==> config.mk <==
export PLATFORM = sky130hd
export DESIGN_NAME = ram4k_port_arbiter
export DESIGN_NICKNAME = d
export VERILOG_FILES = /design/src/rtl/ram4k_port_arbiter.sv
export SDC_FILE = /design/constraint.sdc
export NUM_CORES = 1
export LEC_CHECK = 0
export BUFFER_PORTS_ARGS = -buffer_cell sky130_fd_sc_hd__buf_4
export CAP_MARGIN = 20
export CORE_ASPECT_RATIO = 1.25
export CORE_MARGIN = 2
export CORE_UTILIZATION = 50
export CTS_CLUSTER_SIZE = 24
export DETAILED_ROUTE_END_ITERATION = 6
export GPL_ROUTABILITY_DRIVEN = 0
export PLACE_DENSITY = 0.78
export SKIP_LAST_GASP = 1
export SYNTH_ARGS = -nofsm -noshare
export SYNTH_HDL_FRONTEND = slang
export SYNTH_SLANG_ARGS = --single-unit
==> constraint.sdc <==
create_clock -name clk -period 4.6 [get_ports clk]
set_input_delay 0.92 -clock clk [delete_from_list [all_inputs] [get_ports clk]]
set_output_delay 0.92 -clock clk [all_outputs]
set_load 0.05 [all_outputs]
==> src/rtl/ram4k_port_arbiter.sv <==
// ram4k_port_arbiter
//
// Shares the single read/write port of a 4k x 8 synchronous block RAM
// between two bus requesters (m0, m1). It can also run a clear sweep that
// writes FILL to every address, either after reset or when init_req pulses.
// All RAM-side outputs are registered. The RAM is assumed to have a
// one-cycle registered read.
//
// Ports:
//   clk, rst_n            clock; asynchronous active-low reset
//   init_req              one-cycle pulse requesting a clear sweep
//   busy                  high while a clear sweep is running or pending
//   mX_cyc/we/adr/dat_i   requester X request, held until mX_ack
//   mX_dat_o              requester X read data, valid while mX_ack is high
//   mX_ack                requester X one-cycle acknowledge
//   ram_ce/we/adr/dat_o   registered RAM port strobes, address and write data
//   ram_dat_i             RAM read data, valid the cycle after ram_ce
module ram4k_port_arbiter #(
  parameter int              AW            = 12,
  parameter int              DW            = 8,
  parameter bit              INIT_ON_RESET = 1'b1,
  parameter logic [DW-1:0]   FILL          = 8'h00
) (
  input  logic          clk,
  input  logic          rst_n,
  input  logic          init_req,
  output logic          busy,
  input  logic          m0_cyc,
  input  logic          m0_we,
  input  logic [AW-1:0] m0_adr,
  input  logic [DW-1:0] m0_dat_i,
  output logic [DW-1:0] m0_dat_o,
  output logic          m0_ack,
  input  logic          m1_cyc,
  input  logic          m1_we,
  input  logic [AW-1:0] m1_adr,
  input  logic [DW-1:0] m1_dat_i,
  output logic [DW-1:0] m1_dat_o,
  output logic          m1_ack,
  output logic          ram_ce,
  output logic          ram_we,
  output logic [AW-1:0] ram_adr,
  output logic [DW-1:0] ram_dat_o,
  input  logic [DW-1:0] ram_dat_i
);

  localparam logic [2:0] ST_CLEAR  = 3'd0;
  localparam logic [2:0] ST_IDLE   = 3'd1;
  localparam logic [2:0] ST_ACCESS = 3'd2;
  localparam logic [2:0] ST_DATA   = 3'd3;
  localparam logic [2:0] ST_ACK    = 3'd4;

  localparam logic [2:0]    ST_RESET = INIT_ON_RESET ? ST_CLEAR : ST_IDLE;
  localparam logic [AW-1:0] ADR_LAST = '1;

  logic [2:0]    state_q, state_d;
  logic [AW-1:0] cnt_q, cnt_d;
  logic          last_m1_q, last_m1_d;
  logic          sel_m1_q, sel_m1_d;
  logic          pend_q, pend_d;
  logic          busy_q, busy_d;
  logic          ram_ce_q, ram_ce_d;
  logic          ram_we_q, ram_we_d;
  logic [AW-1:0] ram_adr_q, ram_adr_d;
  logic [DW-1:0] ram_wdat_q, ram_wdat_d;
  logic          m0_ack_q, m0_ack_d;
  logic          m1_ack_q, m1_ack_d;
  logic [DW-1:0] m0_rdat_q, m0_rdat_d;
  logic [DW-1:0] m1_rdat_q, m1_rdat_d;
  logic          grant_m1;

  // Next-state logic. CLEAR knows the sweep is finished when the previous
  // edge strobed the last address, which avoids a wider counter. In IDLE a
  // new or pending clear request beats any bus request. On a tie the
  // requester that was not served last wins, so continuous requests from
  // both sides alternate; last_m1 resets to 1 so m0 wins the first tie.
  always_comb begin
    state_d    = state_q;
    cnt_d      = cnt_q;
    last_m1_d  = last_m1_q;
    sel_m1_d   = sel_m1_q;
    pend_d     = pend_q;
    busy_d     = busy_q;
    ram_ce_d   = ram_ce_q;
    ram_we_d   = ram_we_q;
    ram_adr_d  = ram_adr_q;
    ram_wdat_d = ram_wdat_q;
    m0_ack_d   = m0_ack_q;
    m1_ack_d   = m1_ack_q;
    m0_rdat_d  = m0_rdat_q;
    m1_rdat_d  = m1_rdat_q;
    grant_m1   = m1_cyc && (!m0_cyc || !last_m1_q);

    case (state_q)
      ST_CLEAR: begin
        if (ram_ce_q && (ram_adr_q == ADR_LAST)) begin
          ram_ce_d = 1'b0;
          ram_we_d = 1'b0;
          busy_d   = 1'b0;
          state_d  = ST_IDLE;
        end else begin
          ram_ce_d   = 1'b1;
          ram_we_d   = 1'b1;
          ram_adr_d  = cnt_q;
          ram_wdat_d = FILL;
          cnt_d      = cnt_q + AW'(1);
        end
      end

      ST_IDLE: begin
        if (init_req || pend_q) begin
          state_d = ST_CLEAR;
          busy_d  = 1'b1;
          pend_d  = 1'b0;
          cnt_d   = '0;
        end else if (m0_cyc || m1_cyc) begin
          sel_m1_d   = grant_m1;
          last_m1_d  = grant_m1;
          ram_ce_d   = 1'b1;
          ram_we_d   = grant_m1 ? m1_we    : m0_we;
          ram_adr_d  = grant_m1 ? m1_adr   : m0_adr;
          ram_wdat_d = grant_m1 ? m1_dat_i : m0_dat_i;
          state_d    = ST_ACCESS;
        end
      end

      ST_ACCESS: begin
        ram_ce_d = 1'b0;
        ram_we_d = 1'b0;
        state_d  = ST_DATA;
      end

      ST_DATA: begin
        if (sel_m1_q) begin
          m1_rdat_d = ram_dat_i;
          m1_ack_d  = 1'b1;
        end else begin
          m0_rdat_d = ram_dat_i;
          m0_ack_d  = 1'b1;
        end
        state_d = ST_ACK;
      end

      ST_ACK: begin
        m0_ack_d = 1'b0;
        m1_ack_d = 1'b0;
        state_d  = ST_IDLE;
      end

      default: begin
        state_d = ST_IDLE;
      end
    endcase

    // A clear request arriving mid-access is remembered and started from
    // IDLE once the running access has been acknowledged.
    if ((state_q == ST_ACCESS || state_q == ST_DATA || state_q == ST_ACK) && init_req) begin
      pend_d = 1'b1;
      busy_d = 1'b1;
    end
  end

  // State registers; reset drops every strobe and acknowledge at once.
  always_ff @(posedge clk or negedge rst_n) begin
    if (!rst_n) begin
      state_q    <= ST_RESET;
      cnt_q      <= '0;
      last_m1_q  <= 1'b1;
      sel_m1_q   <= 1'b0;
      pend_q     <= 1'b0;
      busy_q     <= INIT_ON_RESET;
      ram_ce_q   <= 1'b0;
      ram_we_q   <= 1'b0;
      ram_adr_q  <= '0;
      ram_wdat_q <= '0;
      m0_ack_q   <= 1'b0;
      m1_ack_q   <= 1'b0;
      m0_rdat_q  <= '0;
      m1_rdat_q  <= '0;
    end else begin
      state_q    <= state_d;
      cnt_q      <= cnt_d;
      last_m1_q  <= last_m1_d;
      sel_m1_q   <= sel_m1_d;
      pend_q     <= pend_d;
      busy_q     <= busy_d;
      ram_ce_q   <= ram_ce_d;
      ram_we_q   <= ram_we_d;
      ram_adr_q  <= ram_adr_d;
      ram_wdat_q <= ram_wdat_d;
      m0_ack_q   <= m0_ack_d;
      m1_ack_q   <= m1_ack_d;
      m0_rdat_q  <= m0_rdat_d;
      m1_rdat_q  <= m1_rdat_d;
    end
  end

  assign busy      = busy_q;
  assign ram_ce    = ram_ce_q;
  assign ram_we    = ram_we_q;
  assign ram_adr   = ram_adr_q;
  assign ram_dat_o = ram_wdat_q;
  assign m0_ack    = m0_ack_q;
  assign m1_ack    = m1_ack_q;
  assign m0_dat_o  = m0_rdat_q;
  assign m1_dat_o  = m1_rdat_q;

endmodule

==> results of run 1 <==
[registers in the layout (all words and copies together) (netlist names)]
register / cells
cnt_q: 12
ram_adr: 12
m0_dat_o: 8
m1_dat_o: 8
ram_dat_o: 8
state_q: 3
busy: 1
last_m1_q: 1
m0_ack: 1
m1_ack: 1
pend_q: 1
ram_ce: 1
ram_we: 1
sel_m1_q: 1
[cells by family (layout without fill, tap and decap cells)]
logic type,count (synthesis),in the layout
fa+ha+maj,1,1
mux,41,41
xor+xnor,1,1
buf+inv,17,116
compound gates,61,61
flops,59,59
simple gates,114,114
[final timing paths]
path	from	to	slack (ps)	cells after the start
worst max-delay path	state_q[0]$_DFFE_PN0P_	ram_adr[0]$_DFFE_PN0P_	2080	5
worst min-delay path	cnt_q[11]$_DFFE_PN0P_	cnt_q[11]$_DFFE_PN0P_	490	1
worst max register to register	state_q[0]$_DFFE_PN0P_	ram_adr[0]$_DFFE_PN0P_	2080	5
worst min register to register	cnt_q[11]$_DFFE_PN0P_	cnt_q[11]$_DFFE_PN0P_	490	1
max in group asynchronous	rst_n	ram_ce$_DFFE_PN0P_	3450	1
min in group asynchronous	rst_n	cnt_q[7]$_DFFE_PN0P_	640	1
[per-stage QoR]
step | total power, mW | setup WS (ps)
floorplan | 0.606 | 2270
global placement | 0.675 | 1980
detailed placement | 0.677 | 1920
CTS | 1.25 | 2070
global route | 1.28 | 1930
finish | 1.24 | 2080
[per-layer routing]
| metal | vias up | global-route usage | part of all wire |
|---|---|---|---|
| met1 | 1269 | 0.310 | 0.40 |
| met4 | 0 | 0.112 | 0.035 |
| met2 | 131 | 0.387 | 0.50 |
| li1 | 1245 | - | - |
| met3 | 24 | 0.0536 | 0.069 |
| met5 | - | 0 | 0 |
[report_power, final]
part	leakage (nW)	internal, mW	switching (mW)
clock network	0.119	0.359	0.216
registers	0.734	0.530	0.00651
logic	1.09	0.0553	0.0749
total	1.95	0.944	0.297
[placed cells by master (no fill, tap or decap), types with 2 or more instances in the layout]
master     netlist  final
buf_4            0     97
dfrtp_1         57     57
nand2_1         54     54
nor2_1          24     24
mux2_4          19     19
a31oi_1         19     19
mux2_2          19     19
a21oi_1         13     13
o21ai_0         13     13
nor3_1          10     10
clkbuf_8         0      9
nand3_1          7      7
nand4_1          4      4
a221o_1          4      4
or3_1            3      3
inv_1            3      3
mux2i_1          3      3
bufinv_16        0      3
dfstp_2          2      2
clkinv_2         0      2
[synthesized netlist by cell type (3+ instances only)]
| cell type | number |
|---|---|
| nor3_1 | 10 |
| or3_1 | 3 |
| a31oi_1 | 19 |
| nand2_1 | 54 |
| o21ai_0 | 13 |
| mux2_4 | 19 |
| a221o_1 | 4 |
| nand4_1 | 4 |
| nand3_1 | 7 |
| dfrtp_1 | 57 |
| clkbuf_1 | 11 |
| inv_1 | 3 |
| mux2_2 | 19 |
| mux2i_1 | 3 |
| a21oi_1 | 13 |
| nor2_1 | 24 |
[cell type report]
type | count | area share
timing repair buffer | 97 | 0.182
inverter | 3 | 0.00281
tap | 66 | 0.0206
clock buffer | 9 | 0.0309
multi-input combinational | 218 | 0.365
clock inverter | 7 | 0.0291
sequential | 59 | 0.369
[worst max-delay path, cell delays in order (launching register included)]
cell and delay (ps):
dfrtp_1 540, nor3b_2 230, buf_4 230, o21ai_1 250, o2111a_2 750, mux2_2 410
==> metrics.md, run 1 <==
| Metric | Value |
|---|---|
| Pins over their slew limit | `0` |
| CP Capture Type | `flop` |
| Die Area | `0.00668 mm²` |
| DR vias | `2669` |
| CTS tree | `yes` |
| CTS clk-pin slew, worst paths | `70 ps` |
| Core area | `0.00582 mm²` |
| Post-synth top area cell | `dfrtp_1` |
| Syn Nets | `350` |
| Final Cycle Share | `0.549` |
| Hold Buf Count CTS | `0` |
| Ant. Diodes | `0` |
| Drt wl/cell | `17.0 µm` |
| Synthesized area | `0.00302 mm²` |
| Primary FF master, synth | `dfrtp_1` |
| Synth Area in Adders | `0.00414` |
| # clock sinks | `59` |
| Post-route cell area | `0.00400 mm²` |
| Pin count of the biggest net entering global routing | `60` |
| Post-cts gate resize count | `0` |
| Port bufs | `95` |
| Clock Path Buffers | `2` |
| Die H | `90.9 µm` |
| Worst-Margin Slew | `932 ps` |
| CP max FO | `26` |
| 1st-pass router iterations | `4` |
| Clock Skews | `9.75 ps` |
| Worst vdd ir | `254 µV` |
| Via density per instance | `5.81` |
| Synth unique cells | `44` |
| IO Pins | `96` |
| Multiplexer area fraction after synthesis | `0.175` |
| H-tree levels | `3` |
| WP data arrival | `2750 ps` |
| Final Hold Viols | `0` |
| Post-DP HPWL | `5.63 mm` |
| Static leakage | `1.95 nW` |
| Syn Inst Count | `294` |
| Util after Layout | `0.688` |
| Sequential fraction of the synthesis area | `0.490` |
| Worst EP required | `4820 ps` |
| Root Buffer | `clkbuf_8` |
| RSZ-0062 raised after global routing | `false` |
| Die width | `73.5 µm` |
| Nets | `444` |
| Placed cells | `443` |
| Total Neg Setup Slack | `0 ps` |
| WHS | `495 ps` |
| Setup Crit Path Kind | `reg -> reg` |
| PD cells | `310 mW/mm²` |
| DP Area | `0.00376 mm²` |
| DRC | `0` |
| Initial Util | `0.519` |
| Clk_lat worst skew | `340 ps` |
| Top-area cell type share of the netlist area | `0.472` |
| Post-synth EDFFs | `0` |
| Ranking of synthesized cells by area | `dfrtp_1 (47%), mux2_4 (9.4%), mux2_2 (7.1%)` |
| Fmax | `396 MHz` |
| Vias in the first global route | `2613` |
| Reported max-cap violation count | `0` |
| Simple-gate area share of the yosys netlist | `0.173` |
| Compound-gate portion of the synthesized area | `0.128` |
| Initial antenna violation count | `0` |
| Slew margin rel. | `0.373` |
| First-pass GRT wire length | `12.6 mm` |
| Startpoint types | `flop` |
| Reg area | `0.00148 mm²` |
| Post-CTS Setup Inserts | `0` |
| Post-synthesis xor/xnor area fraction | `0.00290` |
| Share of cells above drive strength 1 | `0.405` |
| TritonCTS buffer count | `9` |
| Fillers | `462` |
| Detail Route Antenna Nets | `0` |
| Area of the multi-input gates | `0.00146 mm²` |
| GRT Total Usage | `0.243` |
| GR Overflow Total | `0` |
| Hold crit path type | `reg -> reg` |
| Finished Layout Cells | `459` |
| Seq cells post-synth | `59` |
| FP Rows | `31` |
| Final setup fails | `0` |
| Period minus WS final | `2520 ps` |
| Post-synth ARST share | `1.00` |
| Combinational family with the most area after synthesis | `multiplexers` |
| Mean Syn Cell Area | `10.3 µm²` |
| Post-Route WL | `7.81 mm` |
| YS warnings | `0` |
| Layout area overhead | `32.5%` |
| Status | `finished clean` |
| Initial DRC Count | `156` |
(Power assumes the default switching activity.)
==> run 2: changes to the inputs <==
Clock period 4.6 ns to 2.65 ns, I/O delays scaled along.
==> metrics.md, run 2 (synthesis results as in run 1) <==
| Metric | Value |
|---|---|
| Nets | `449 (+1.1%)` |
| Static leakage | `1.96 nW (+0.71%)` |
| Detail Route Antenna Nets | `0 (unchanged)` |
| First-pass GRT wire length | `12.6 mm (+0.11%)` |
| Post-Route WL | `7.94 mm (+1.7%)` |
| Reported max-cap violation count | `0 (unchanged)` |
| Slew margin rel. | `0.511 (+0.138)` |
| Post-place setup slack | `341 ps (-1580 ps)` |
| Commonest non-fill, non-tap cells in the layout | `buf_4 (102), dfrtp_1 (57), nand2_1 (54), nor2_1 (24)` |
| TritonCTS buffer count | `9 (unchanged)` |
| Placed cells | `448 (+1.1%)` |
| Drt wl/cell | `17.1 µm (+0.63%)` |
| Port bufs | `95 (unchanged)` |
| Post-cts gate resize count | `0 (unchanged)` |
| DR vias | `2644 (-0.94%)` |
| H-tree levels | `3 (unchanged)` |
| Final Cycle Share | `0.878 (+0.329)` |
| Post-DP HPWL | `5.66 mm (+0.63%)` |
| Period minus WS final | `2330 ps (-198 ps)` |
| Final WS setup | `324 ps (-1750 ps)` |
| RSZ-0062 raised after global routing | `false` |
| Pin count of the biggest net entering global routing | `60 (unchanged)` |
| PD cells | `502 mW/mm² (+62%)` |
| # clock sinks | `59 (unchanged)` |
| Clk_lat worst skew | `340 ps (about the same)` |
| Pwr Total | `2.01 mW (+62%)` |
| Ant. Diodes | `0 (unchanged)` |
| Finished Layout Cells | `464 (+1.1%)` |
| CP Capture Type | `flop` |
| Initial Util | `0.519 (unchanged)` |
| Root Buffer | `clkbuf_8` |
| Util after Layout | `0.690 (+0.00172)` |
| Die H | `90.9 µm (unchanged)` |
| Setup Crit Path Kind | `reg -> reg` |
| Worst-Margin Slew | `734 ps (-199 ps)` |
| Initial antenna violation count | `0 (unchanged)` |
| Final setup fails | `0 (unchanged)` |
| Status | `finished clean` |
| Post-CTS Setup Inserts | `0 (unchanged)` |
| Vias in the first global route | `2656 (+1.6%)` |
| Initial DRC Count | `259 (+66%)` |
| Clock Skews | `12.7 ps (+2.98 ps)` |
| GR Overflow Total | `0 (unchanged)` |
| Total Neg Setup Slack | `0 ps (unchanged)` |
| Layout area overhead | `32.9%` |
| Final Hold Viols | `0 (unchanged)` |
| Die Area | `0.00668 mm² (unchanged)` |
| DRC | `0 (unchanged)` |
| WHS | `243 ps (-251 ps)` |
| Pins over their slew limit | `0 (unchanged)` |
| CTS clk-pin slew, worst paths | `70 ps (about the same)` |
| Via density per instance | `5.70 (-2.0%)` |
| Startpoint types | `flop` |
| Share of cells above drive strength 1 | `0.412 (+0.00748)` |
| Fmax | `430 MHz (+8.5%)` |
| FP Rows | `31 (unchanged)` |
| WP data arrival | `2540 ps (-210 ps)` |
| Core area | `0.00582 mm² (unchanged)` |
| 1st-pass router iterations | `5 (+1)` |
| Die width | `73.5 µm (unchanged)` |
| Clock Path Buffers | `2 (unchanged)` |
| Worst vdd ir | `420 µV (+65%)` |
| IO Pins | `96 (unchanged)` |
| GRT Total Usage | `0.245 (+0.00149)` |
| Post-route cell area | `0.00401 mm² (+0.25%)` |
| Hold crit path type | `in -> async` |
| CP max FO | `21 (-19%)` |
| Commonest non-fill, non-tap cell in the layout | `buf_4` |
| DP Area | `0.00380 mm² (+1.0%)` |
| CTS tree | `yes` |
| Worst EP required | `2860 ps (-1960 ps)` |
| Hold Buf Count CTS | `0 (unchanged)` |
run 2: cell count changes in the layout (fill, tap and decap cells not counted):
cell	previous run	this run
clkinv_4	1	0
buf_4	97	102
bufinv_16	3	1
clkbuf_8	9	12
run 2: critical path: stages (launching register included):
cell      delay [ps]
dfrtp_1          390
nand4_1          160
or4_1            700
o2111a_2         560
mux2_4           380
run 2: layout make-up:
cell class                      count  area, µm²
Multi-Input combinational cell    218       1460
Tap cell                           66       82.6
Clock buffer                       12        165
Clock inverter                      4       47.5
Fill cell                         467       1810
Timing Repair Buffer              102        766
Inverter                            3       11.3
Sequential cell                    59       1480
run 2: power breakdown:
group | internal (mW) | switching (mW)
registers | 0.920 | 0.0117
clock network | 0.508 | 0.348
logic | 0.0960 | 0.130
total | 1.52 | 0.490
run 2: worst paths after layout:
check                                        from                        to  slack (ps)  depth (start not counted)
max                        ram_adr[7]$_DFFE_PN0P_  ram_dat_o[5]$_DFFE_PN0P_         320                          4
min                                         rst_n      cnt_q[5]$_DFFE_PN0P_         240                          1
max reg2reg                ram_adr[7]$_DFFE_PN0P_  ram_dat_o[5]$_DFFE_PN0P_         320                          4
min reg2reg                 cnt_q[11]$_DFFE_PN0P_     cnt_q[11]$_DFFE_PN0P_         500                          1
max in group asynchronous                   rst_n   m1_dat_o[4]$_DFFE_PN0P_        1910                          1
min in group clk                           m0_cyc     last_m1_q$_DFFE_PN1P_         400                          2
run 2: metal layers:
metal	routed length [µm]	part of all wire	up-vias	GRT usage
met5	0	0	-	0
li1	-	-	1256	-
met3	597	0.075	15	0.0636
met4	150	0.019	0	0.0848
met2	4070	0.51	117	0.409
met1	3120	0.39	1256	0.299
==> run 3: changes to the inputs <==
Settings changed: REMOVE_ABC_BUFFERS set to 1.
==> metrics.md, run 3 (synthesis results as in run 1) <==
| Metric | Value |
|---|---|
| Post-Route WL | `7.62 mm (-4.0%)` |
| Fillers | `471 (+0.86%)` |
| Commonest non-fill, non-tap cell in the layout | `buf_4` |
| Initial antenna violation count | `0 (unchanged)` |
| Metal3 WL | `561 µm (-6.0%)` |
| Post-CTS Setup Inserts | `0 (unchanged)` |
| Post-DP HPWL | `5.41 mm (-4.5%)` |
| Clock Path Buffers | `2 (unchanged)` |
| Reported max-cap violation count | `0 (unchanged)` |
| Net Switching | `0.492 mW (+0.35%)` |
| Slowest cell on crit path | `or4_1` |
| DRC | `0 (unchanged)` |
| Placed cells | `449 (+0.22%)` |
| 1st-pass router iterations | `5 (unchanged)` |
| CTS tree | `yes` |
| CTS clk-pin slew, worst paths | `70 ps (about the same)` |
| CP peak stage delay | `710 ps (about the same)` |
| Hold crit path type | `in -> async` |
| CP max FO | `21 (unchanged)` |
| Commonest non-fill, non-tap cells in the layout | `buf_4 (103), dfrtp_1 (57), nand2_1 (54), nor2_1 (24)` |
| Reg area | `0.00148 mm² (unchanged)` |
| Worst-Margin Slew | `736 ps (+2.77 ps)` |
| Worst vdd ir | `368 µV (-12%)` |
| Worst EP required | `2880 ps (+20 ps)` |
| Status | `finished clean` |
| # clock sinks | `59 (unchanged)` |
| DR vias | `2676 (+1.2%)` |
| Core area | `0.00582 mm² (unchanged)` |
| Initial Util | `0.519 (unchanged)` |
| Top sig layer | `met4` |
| GRT Total Usage | `0.242 (-0.00227)` |
| Pins over their slew limit | `0 (unchanged)` |
| Pin count of the biggest net entering global routing | `60 (unchanged)` |
| Layout area overhead | `32.6%` |
| Pwr Total | `1.96 mW (-2.5%)` |
| Switching portion of total power | `0.251 (+0.00705)` |
| WP data arrival | `2570 ps (+30 ps)` |
| Int Power | `1.47 mW (-3.4%)` |
| Drt wl/cell | `16.4 µm (-4.2%)` |
| Hold Buf Count CTS | `0 (unchanged)` |
| Nets | `450 (+0.22%)` |
| Die Area | `0.00668 mm² (unchanged)` |
| Finished Layout Cells | `465 (+0.22%)` |
| CP cell instances | `nand4_1, or4_1, o2111a_2, mux2_4` |
| PD cells | `490 mW/mm² (-2.3%)` |
| Port bufs | `95 (unchanged)` |
| DP Area | `0.00381 mm² (+0.30%)` |
| Share of cells above drive strength 1 | `0.414 (+0.00147)` |
| WL met2 | `3.83 mm (-5.8%)` |
| Vias in the first global route | `2695 (+1.5%)` |
| FP Rows | `31 (unchanged)` |
| Die width | `73.5 µm (unchanged)` |
| Period minus WS final | `2340 ps (+17.9 ps)` |
| Die H | `90.9 µm (unchanged)` |
| First-pass GRT wire length | `12.5 mm (-0.81%)` |
| RSZ-0062 raised after global routing | `false` |
| CP Capture Type | `flop` |
| Initial DRC Count | `210 (-19%)` |
| Final Cycle Share | `0.885 (+0.00677)` |
| Detail Route Antenna Nets | `0 (unchanged)` |
| Clock Skews | `6.50 ps (-6.23 ps)` |
| Post-place setup slack | `316 ps (-24.6 ps)` |
| Setup Crit Path Kind | `reg -> reg` |
| IO Pins | `96 (unchanged)` |
| Clock power frac | `0.410 (-0.015)` |
| H-tree levels | `3 (unchanged)` |
| Startpoint types | `flop` |
| Total Neg Setup Slack | `0 ps (unchanged)` |
| Slew margin rel. | `0.509 (-0.00184)` |
| Final setup fails | `0 (unchanged)` |
| Via density per instance | `5.75 (+0.99%)` |
| Area of the multi-input gates | `0.00147 mm² (+0.26%)` |
| Post-route cell area | `0.00401 mm² (-0.19%)` |
| M1 WL | `3.10 mm (-0.93%)` |
| Power share of the sequential group | `0.474 (+0.011)` |
| Clk_lat worst skew | `340 ps (about the same)` |
| TritonCTS buffer count | `9 (unchanged)` |
| Post-cts gate resize count | `0 (unchanged)` |
| Final WS setup | `306 ps (-17.9 ps)` |
| Static leakage | `1.96 nW (-0.21%)` |
| Fmax | `427 MHz (-0.77%)` |
| Final Hold Viols | `0 (unchanged)` |
| Root Buffer | `clkbuf_8` |
| GR Overflow Total | `0 (unchanged)` |
| Ant. Diodes | `0 (unchanged)` |
| Combinational Power Share | `0.116 (+0.004)` |
==> run 3: final timing paths <==
path | startpoint | to | slack (ps) | cells after the start
hold / removal | rst_n | ram_adr[4]$_DFFE_PN0P_ | 250 | 1
min in group clk | m0_cyc | last_m1_q$_DFFE_PN1P_ | 390 | 2
hold reg to reg | cnt_q[11]$_DFFE_PN0P_ | cnt_q[11]$_DFFE_PN0P_ | 490 | 1
setup / recovery | ram_adr[5]$_DFFE_PN0P_ | ram_dat_o[4]$_DFFE_PN0P_ | 310 | 4
setup reg to reg | ram_adr[5]$_DFFE_PN0P_ | ram_dat_o[4]$_DFFE_PN0P_ | 310 | 4
max in group asynchronous | rst_n | ram_adr[0]$_DFFE_PN0P_ | 1910 | 1
==> run 3: critical path, delay by kind of cell, from the launching register on <==
kind,cells,cell delay (ps)
compound gates,1,580
mux,1,390
simple gates,2,870
flops,1,380
==> run 3: power by group through the flow <==
stage | combinational (mW) | clock (mW) | sequential (mW)
2_1_floorplan | 0.0428 | 0 | 1.01
3_3_place_gp | 0.225 | 0 | 0.947
3_5_place_dp | 0.229 | 0 | 0.948
4_1_cts | 0.229 | 0.816 | 0.932
5_1_grt | 0.244 | 0.861 | 0.933
6_report | 0.227 | 0.805 | 0.932
==> run 3: area by class of cell <==
type                       instances  share of cell area
sequential                        59               0.369
tap                               66              0.0206
clock inverter                     5              0.0131
timing repair buffer             103               0.193
clock buffer                      11              0.0353
multi-input combinational        218               0.366
inverter                           3             0.00281
==> run 3: per-stage QoR <==
stage,util,hold slack (ps)
5_1_grt,0.688,315
4_1_cts,0.688,276
3_5_place_dp,0.655,495
6_report,0.688,248
3_3_place_gp,0.655,478
2_1_floorplan,-,234
==> run 3: layer usage <==
layer / global-route usage / vias up
met5: 0 / -
met4: 0.0909 / 0
met3: 0.0714 / 15
met2: 0.394 / 103
met1: 0.299 / 1293
li1: - / 1265
